`config.mk`:
```
export PLATFORM = sky130hd
export DESIGN_NAME = fifo_wr_arbiter_flat
export DESIGN_NICKNAME = d
export VERILOG_FILES = /design/src/rtl/fifo_wr_arbiter_if.sv /design/src/rtl/fifo_wr_arbiter.sv /design/src/flat_wrapper.sv
export SDC_FILE = /design/constraint.sdc
export NUM_CORES = 1
export LEC_CHECK = 0
export CAP_MARGIN = 10
export CORE_MARGIN = 3
export CORE_UTILIZATION = 40
export CTS_CLUSTER_SIZE = 30
export DETAILED_ROUTE_END_ITERATION = 8
export HOLD_SLACK_MARGIN = 0.1
export PLACE_DENSITY = 0.86
export SYNTH_ARGS = -nofsm -noshare
export SYNTH_HDL_FRONTEND = slang
export SYNTH_SLANG_ARGS = --single-unit
```
`constraint.sdc`:
```
create_clock -name clk -period 6.7 [get_ports clk]
set_clock_uncertainty 0.05 [all_clocks]
set_input_delay 2.01 -clock clk [delete_from_list [all_inputs] [get_ports clk]]
set_output_delay 2.01 -clock clk [all_outputs]
set_load 0.01 [all_outputs]
```
`src/rtl/fifo_wr_arbiter_if.sv`:
```
// Producer-side and FIFO-side write signals of fifo_wr_arbiter.
//   master : the arbiter (drives gnt, fifo_wr_en, fifo_data_in)
//   slave  : producers plus FIFO (drive req, req_data and the FIFO status flags)
interface fifo_wr_arbiter_if #(
  parameter int unsigned NUM_REQ    = 4,
  parameter int unsigned FIFO_WIDTH = 16
);
  logic [NUM_REQ-1:0]            req;
  logic [NUM_REQ*FIFO_WIDTH-1:0] req_data;
  logic [NUM_REQ-1:0]            gnt;
  logic                          fifo_full;
  logic                          fifo_almostfull;
  logic                          fifo_wr_ack;
  logic                          fifo_overflow;
  logic                          fifo_wr_en;
  logic [FIFO_WIDTH-1:0]         fifo_data_in;

  modport master (
    input  req, req_data, fifo_full, fifo_almostfull, fifo_wr_ack, fifo_overflow,
    output gnt, fifo_wr_en, fifo_data_in
  );

  modport slave (
    output req, req_data, fifo_full, fifo_almostfull, fifo_wr_ack, fifo_overflow,
    input  gnt, fifo_wr_en, fifo_data_in
  );
endinterface

```
`src/rtl/fifo_wr_arbiter.sv`:
```
// Round-robin arbiter that shares one FIFO write port among NUM_REQ producers.
// Each grant covers a burst of up to MAX_BURST words. FIFO full/almostfull
// provide backpressure; wr_ack/overflow are watched and raise sticky errors.
// Ports:
//   clk, rst_n   : clock, synchronous active-low reset
//   bus (master) : req/req_data/gnt producer handshake and FIFO write port
//   owner        : index of the current or last granted producer
//   busy         : high while a burst is in progress
//   err_overflow : sticky, FIFO reported overflow
//   err_ack      : sticky, a write was not acknowledged
module fifo_wr_arbiter #(
  parameter int unsigned NUM_REQ    = 4,
  parameter int unsigned FIFO_WIDTH = 16,
  parameter int unsigned MAX_BURST  = 4
) (
  input  logic                       clk,
  input  logic                       rst_n,
  fifo_wr_arbiter_if.master          bus,
  output logic [$clog2(NUM_REQ)-1:0] owner,
  output logic                       busy,
  output logic                       err_overflow,
  output logic                       err_ack
);

  localparam int unsigned OW = $clog2(NUM_REQ);
  localparam int unsigned BW = $clog2(MAX_BURST + 1);

  typedef enum logic {
    S_IDLE  = 1'b0,
    S_BURST = 1'b1
  } state_t;

  state_t        state;
  state_t        state_nxt;
  logic [OW-1:0] rr_ptr;
  logic [BW-1:0] burst_cnt;
  logic          wr_en_d1;

  logic          pick_vld;
  logic [OW-1:0] pick_idx;
  logic [OW-1:0] owner_inc;
  logic          space_ok;
  logic          accept;
  logic          last_word;

  // First requester found scanning upward from rr_ptr with wrap.
  always_comb begin
    pick_vld = 1'b0;
    pick_idx = '0;
    for (int unsigned i = 0; i < NUM_REQ; i++) begin
      if (!pick_vld && bus.req[OW'((32'(rr_ptr) + i) % NUM_REQ)]) begin
        pick_vld = 1'b1;
        pick_idx = OW'((32'(rr_ptr) + i) % NUM_REQ);
      end
    end
  end

  assign owner_inc = (owner == OW'(NUM_REQ - 1)) ? '0 : owner + OW'(1);
  assign last_word = (burst_cnt + BW'(1)) == BW'(MAX_BURST);

  // State register.
  always_ff @(posedge clk) begin
    if (!rst_n) begin
      state <= S_IDLE;
    end else begin
      state <= state_nxt;
    end
  end

  // Next-state logic.
  always_comb begin
    state_nxt = state;
    case (state)
      S_IDLE: begin
        if (pick_vld) begin
          state_nxt = S_BURST;
        end
      end
      S_BURST: begin
        if (accept) begin
          if (last_word) begin
            state_nxt = S_IDLE;
          end
        end else if (!bus.req[owner]) begin
          state_nxt = S_IDLE;
        end
      end
      default: state_nxt = S_IDLE;
    endcase
  end

  // Output logic: the grant is combinational so the word is consumed this cycle.
  // A write already in flight while almostfull would take the last slot, so
  // the next word is held back.
  always_comb begin
    space_ok = !bus.fifo_full && !(bus.fifo_wr_en && bus.fifo_almostfull);
    accept   = 1'b0;
    bus.gnt  = '0;
    if (rst_n && (state == S_BURST) && bus.req[owner] && space_ok) begin
      accept         = 1'b1;
      bus.gnt[owner] = 1'b1;
    end
  end

  assign busy = (state == S_BURST);

  // Ownership, round-robin pointer, burst counter and registered write port.
  always_ff @(posedge clk) begin
    if (!rst_n) begin
      rr_ptr           <= '0;
      burst_cnt        <= '0;
      owner            <= '0;
      bus.fifo_wr_en   <= 1'b0;
      bus.fifo_data_in <= '0;
    end else begin
      bus.fifo_wr_en <= accept;
      if (accept) begin
        bus.fifo_data_in <= bus.req_data[32'(owner) * FIFO_WIDTH +: FIFO_WIDTH];
        burst_cnt        <= burst_cnt + BW'(1);
      end
      if ((state == S_IDLE) && pick_vld) begin
        owner     <= pick_idx;
        burst_cnt <= '0;
      end
      if ((state == S_BURST) && (state_nxt == S_IDLE)) begin
        rr_ptr <= owner_inc;
      end
    end
  end

  // Sticky error flags; a write issued on cycle N must be acked on cycle N+1.
  always_ff @(posedge clk) begin
    if (!rst_n) begin
      err_overflow <= 1'b0;
      err_ack      <= 1'b0;
      wr_en_d1     <= 1'b0;
    end else begin
      err_overflow <= err_overflow | bus.fifo_overflow;
      wr_en_d1     <= bus.fifo_wr_en;
      err_ack      <= err_ack | (wr_en_d1 && !bus.fifo_wr_ack);
    end
  end

endmodule

```
`src/flat_wrapper.sv`:
```
// flat-port wrapper written by rule: the top's interface ports become plain ports
module fifo_wr_arbiter_flat 
#(
  parameter int unsigned NUM_REQ    = 4,
  parameter int unsigned FIFO_WIDTH = 16,
  parameter int unsigned MAX_BURST  = 4
)
  (clk, rst_n, owner, busy, err_overflow, err_ack, bus_req, bus_req_data, bus_fifo_full, bus_fifo_almostfull, bus_fifo_wr_ack, bus_fifo_overflow, bus_gnt, bus_fifo_wr_en, bus_fifo_data_in);
  fifo_wr_arbiter_if #(.NUM_REQ(NUM_REQ), .FIFO_WIDTH(FIFO_WIDTH)) bus_i ();
  input  logic clk;
  input  logic rst_n;
  output logic [$clog2(NUM_REQ)-1:0] owner;
  output logic busy;
  output logic err_overflow;
  output logic err_ack;
  input wire logic [$bits(bus_i.req)-1:0] bus_req;
  input wire logic [$bits(bus_i.req_data)-1:0] bus_req_data;
  input wire logic [$bits(bus_i.fifo_full)-1:0] bus_fifo_full;
  input wire logic [$bits(bus_i.fifo_almostfull)-1:0] bus_fifo_almostfull;
  input wire logic [$bits(bus_i.fifo_wr_ack)-1:0] bus_fifo_wr_ack;
  input wire logic [$bits(bus_i.fifo_overflow)-1:0] bus_fifo_overflow;
  output wire logic [$bits(bus_i.gnt)-1:0] bus_gnt;
  output wire logic [$bits(bus_i.fifo_wr_en)-1:0] bus_fifo_wr_en;
  output wire logic [$bits(bus_i.fifo_data_in)-1:0] bus_fifo_data_in;
  assign bus_i.req = bus_req;
  assign bus_i.req_data = bus_req_data;
  assign bus_i.fifo_full = bus_fifo_full;
  assign bus_i.fifo_almostfull = bus_fifo_almostfull;
  assign bus_i.fifo_wr_ack = bus_fifo_wr_ack;
  assign bus_i.fifo_overflow = bus_fifo_overflow;
  assign bus_gnt = bus_i.gnt;
  assign bus_fifo_wr_en = bus_i.fifo_wr_en;
  assign bus_fifo_data_in = bus_i.fifo_data_in;
  fifo_wr_arbiter #(.NUM_REQ(NUM_REQ), .FIFO_WIDTH(FIFO_WIDTH), .MAX_BURST(MAX_BURST)) u_core (.clk(clk), .rst_n(rst_n), .bus(bus_i), .owner(owner), .busy(busy), .err_overflow(err_overflow), .err_ack(err_ack));
endmodule
```
---- Yosys cells after proc, flatten, opt, wreduce, memory -nomap -nowiden ----
Cells that the tools add are included.
cells by class
  $add $sub $neg .......................... 5
  magnitude comparators ................... 6
  equality and inequality tests ........... 2
  bitwise gates (word level) .............. 5
  reductions and logical operators ........ 19
  shift-type cells ........................ 1
  mux-type cells .......................... 28
operator list
  operator                                                                              count
  64-bit by 7-bit indexed part select with 16-bit output                                1
  2-bit by 3-bit < comparator with 1-bit output (second input constant)                 5
  1-bit two-way mux                                                                     15
  1-bit logical AND                                                                     12
  1-bit binary-select mux with 2-bit select                                             5
  2-bit two-way mux                                                                     5
  1-bit zero test                                                                       6
  2-bit by 1-bit adder with 2-bit output (second input constant)                        2
  2-bit adder (second input constant)                                                   2
  4-bit two-way mux                                                                     1
  3-bit by 1-bit adder with 3-bit output (second input constant)                        1
  3-bit == test (second input constant)                                                 1
  1-bit inverter                                                                        3
  1-bit demux with 2-bit select                                                         1
  2-bit == test (second input constant)                                                 1
  2-bit by 1-bit greater-or-equal comparator with 1-bit output (second input constant)  1
  1-bit bitwise OR                                                                      2
  1-bit case mux with 2 select lines                                                    1
  2-bit OR reduction                                                                    1
word-level totals
  output and inout bits ................... 26
  logic and storage cells ................. 75
  input port bits ......................... 74
  bits in registers ....................... 28

---- Longest topological paths before layout ----
  depth in word-level cells ............... 16
  gate-level depth with buffers ........... 7
  mapped depth without buffers ............ 5

---- Least setup slack after synthesis ----
OpenSTA, ideal clock, no wires.
  path type ............................... input port to output port
  start ................................... input bus_req[3]
  end ..................................... output bus_gnt[0]
  arrival time ............................ 3.076 ns
  cell stages on the path ................. 5
  path slack .............................. 1.564 ns
  buffers on the path ..................... 2
  required time ........................... 4.640 ns
  cell sequence ........................... mux4_2 -> and3_1 -> buf_6 -> buf_6 -> and2_1
on the way
  longest elaborated chain between the ends .. 5
ends and longest elaborated chain
  element                                    line                   RTL
  start: declaration                         flat_wrapper.sv:16     input wire logic [$bits(bus_i.req)-1:0] bus_req;
  1-bit binary-select mux with 2-bit select  fifo_wr_arbiter.sv:99  if (rst_n && (state == S_BURST) && bus.req[owner] && space_ok) begin
  1-bit two-way mux (implied by the code)    fifo_wr_arbiter.sv:99
  1-bit logical AND (2 in series)            fifo_wr_arbiter.sv:99
  4-bit two-way mux                          fifo_wr_arbiter.sv:99
  end: declaration                           flat_wrapper.sv:22     output wire logic [$bits(bus_i.gnt)-1:0] bus_gnt;
Every way passes these cells. The select of a mux whose other input is x is not followed.

---- Worst setup path in the final report ----
  start ................................... input bus_req[1]
  end ..................................... output bus_gnt[1]
The elaborated chain is that of the path after synthesis.

==> results.json <==
{
  "cts_root_buffer": "clkbuf_8",
  "drcViolationCount": 0,
  "hpwl_mm": 3.62,
  "cts_hold_buf": 0,
  "cts_inserted_buffers": 3,
  "dp.cells": 305,
  "setup_viol": 0,
  "utilization_pct": 70.7,
  "worstPathRequired_ps": 4640,
  "rsz0062_at_grt": "no",
  "ctsLongestPathBuffers": 2,
  "nets": 342,
  "yosysSeqAreaShare_pct": 34.4,
  "p_total_mw": 0.425,
  "post_drt_wl_per_cell_um": 14.8,
  "slew_headroom_pct": 35.3,
  "synthCells": 167,
  "fin_ws_ps": 774,
  "port_buffers": 99,
  "place_congestion": 0.800,
  "post-cts-setup-buffers": 0,
  "diodes": 0,
  "first_iter_violations": 84,
  "synth_area_leader_cell": "dfxtp_1",
  "grt_usage_pct": 18.8,
  "synth-edff-count": 0,
  "fmax_ghz": 0.169,
  "io_pins": 100,
  "die_w_um": 69.8,
  "ir_drop_mv": 0.0762,
  "status": "completed",
  "p_leak_nw": 0.997,
  "synth_commonest_cells": "nand2_1 (39), dfxtp_1 (28), mux4_2 (17), o21ai_1 (17), inv_1 (7)",
  "firstDrtPassIters": 6,
  "grt_pass1_vias": 1657,
  "cts_resized": 0,
  "start_util_pct": 42.9,
  "cp-start-kind": "input pin",
  "holdCritPathClass": "flip-flop to flip-flop",
  "synthFlopType": "dfxtp_1",
  "cts.htree.levels": 1,
  "yosysMostFrequentCell": "nand2_1",
  "synth_cell_type_count": 30,
  "pre_cts_ws_ps": 781,
  "grt_pass1_wl_mm": 7.54,
  "end_kind": "output port",
  "synth_area_per_cell_um2": 9.75,
  "powerDensity_nw_per_um2": 158,
  "wirelength_mm": 4.56,
  "rows": 22,
  "vias": 1583,
  "critPathArrivalTime_ps": 3870,
  "grt_antenna_before_repair": 0,
  "drive_gt1_share_pct": 9.96,
  "clk_pin_slew_ps": 90,
  "fin_crit_ps": 5930,
  "cts_tree": "yes",
  "ant_nets": 0,
  "core_um2": 3800,
  "cap_violations": 0,
  "maxSlewViolCount": 0,
  "die_h_um": 69.8,
  "syn-num-nets": 247,
  "async_flop_share_pct": 0,
  "hold_viol": 0,
  "crit_fanout": 5,
  "yosysWarningCount": 0,
  "max_slew.worst_pin.slew_ps": 969,
  "via_per_inst": 5.12,
  "globalRouteOverflowTotal": 0,
  "synthesis.area_um2": 1630,
  "synth_top_area_share_pct": 34.4,
  "tns_ps": 0,
  "clock-sinks": 28,
  "path_class": "input pin to output port",
  "grt_max_degree": 38,
  "finalCritPeriodShare_pct": 88.4,
  "ys_ff_latch": 28,
  "clock_latency_ps": 270,
  "area_growth_pct": 64.9,
  "finalNonFillerCells": 309,
  "synth_area_leaders": "dfxtp_1 (34%), mux4_2 (24%), nand2_1 (9.0%)",
  "die_area_um2": 4870
}
==> cells in the final DEF (no fill, tap or decap) <==
cell	netlist	final
nor2b_1	1	1
clkdlybuf4s50_1	0	99
o211ai_1	1	1
a2111o_1	1	1
xor2_1	1	1
o41ai_1	1	1
nand4b_1	1	1
inv_1	7	7
nand3_1	5	5
o21ai_1	17	17
a31oi_1	1	1
a21o_1	2	2
a21oi_1	6	6
o22ai_1	2	2
a31o_2	1	1
buf_4	3	3
and3b_1	1	1
ha_1	6	6
and2_1	6	6
nand2b_1	2	2
nand4_1	1	1
nor2_1	5	5
xnor2_2	1	1
and3_1	1	1
clkbuf_8	0	3
nand2_1	39	39
mux2i_1	1	1
bufinv_16	0	1
mux4_2	17	17
dfxtp_1	28	28
==> cells by family after synthesis <==
family	count (synthesis)	synth area share (%)
flops	28	34.4
compound gates	32	11.4
buf+inv	19	6.99
mux	18	24.1
fa+ha+maj	6	4.61
simple gates	62	17.0
xor+xnor	2	1.54
==> per-layer routing <==
| layer | up-vias | global-route usage, % | part of all wire [%] |
|---|---|---|---|
| met3 | 2 | 3.48 | 7.3 |
| li1 | 778 | - | - |
| met4 | 0 | 3.83 | 0.18 |
| met1 | 732 | 23.2 | 41 |
| met2 | 71 | 34.0 | 51 |
| met5 | - | 0 | 0 |
==> path summary, 6_finish.rpt <==
kind | start | to | slack (ps) | cells after the start
min | u_core.bus.fifo_data_in[4] | u_core.bus.fifo_data_in[4] | 400 | 2
min reg2reg | u_core.bus.fifo_data_in[4] | u_core.bus.fifo_data_in[4] | 400 | 2
max | bus_req[1] | bus_gnt[1] | 770 | 5
max reg2reg | u_core.owner[1] | u_core.burst_cnt[2] | 4330 | 5
==> power breakdown <==
group | internal [mW] | switching, mW | total, mW
combinational | 0.0771 | 0.0358 | 0.113
sequential | 0.174 | 0.00823 | 0.182
clock | 0.0799 | 0.0499 | 0.130
==> per-stage QoR <==
step	hold WS, ps	instance area (um2)
after detailed placement	390	2620
after CTS	404	2690
after global routing	426	2690
final	402	2690
after global placement	385	2620
after floorplan	383	1630
==> registers in the layout, indices dropped and copies added (netlist names) <==
| signal | count |
|---|---|
| u_core.bus.fifo_wr_en | 1 |
| u_core.busy | 1 |
| u_core.wr_en_d1 | 1 |
| u_core.rr_ptr | 2 |
| u_core.err_overflow | 1 |
| u_core.owner | 2 |
| u_core.err_ack | 1 |
| u_core.burst_cnt | 3 |
| u_core.bus.fifo_data_in | 16 |
==> layout make-up <==
class,count,area (um2)
Fill cell,308,1110
Multi-Input combinational cell,120,955
Tap cell,48,60.1
Inverter,7,26.3
Timing Repair Buffer,102,1010
Clock inverter,1,30.0
Sequential cell,28,561
Clock buffer,3,41.3
==> critical path, cell delays in order <==
cell and delay (ps):
clkdlybuf4s50_1 470, mux4_2 510, and3_1 220, and2_1 180, clkdlybuf4s50_1 480
No activity file was read; power rests on OpenSTA's default activity.
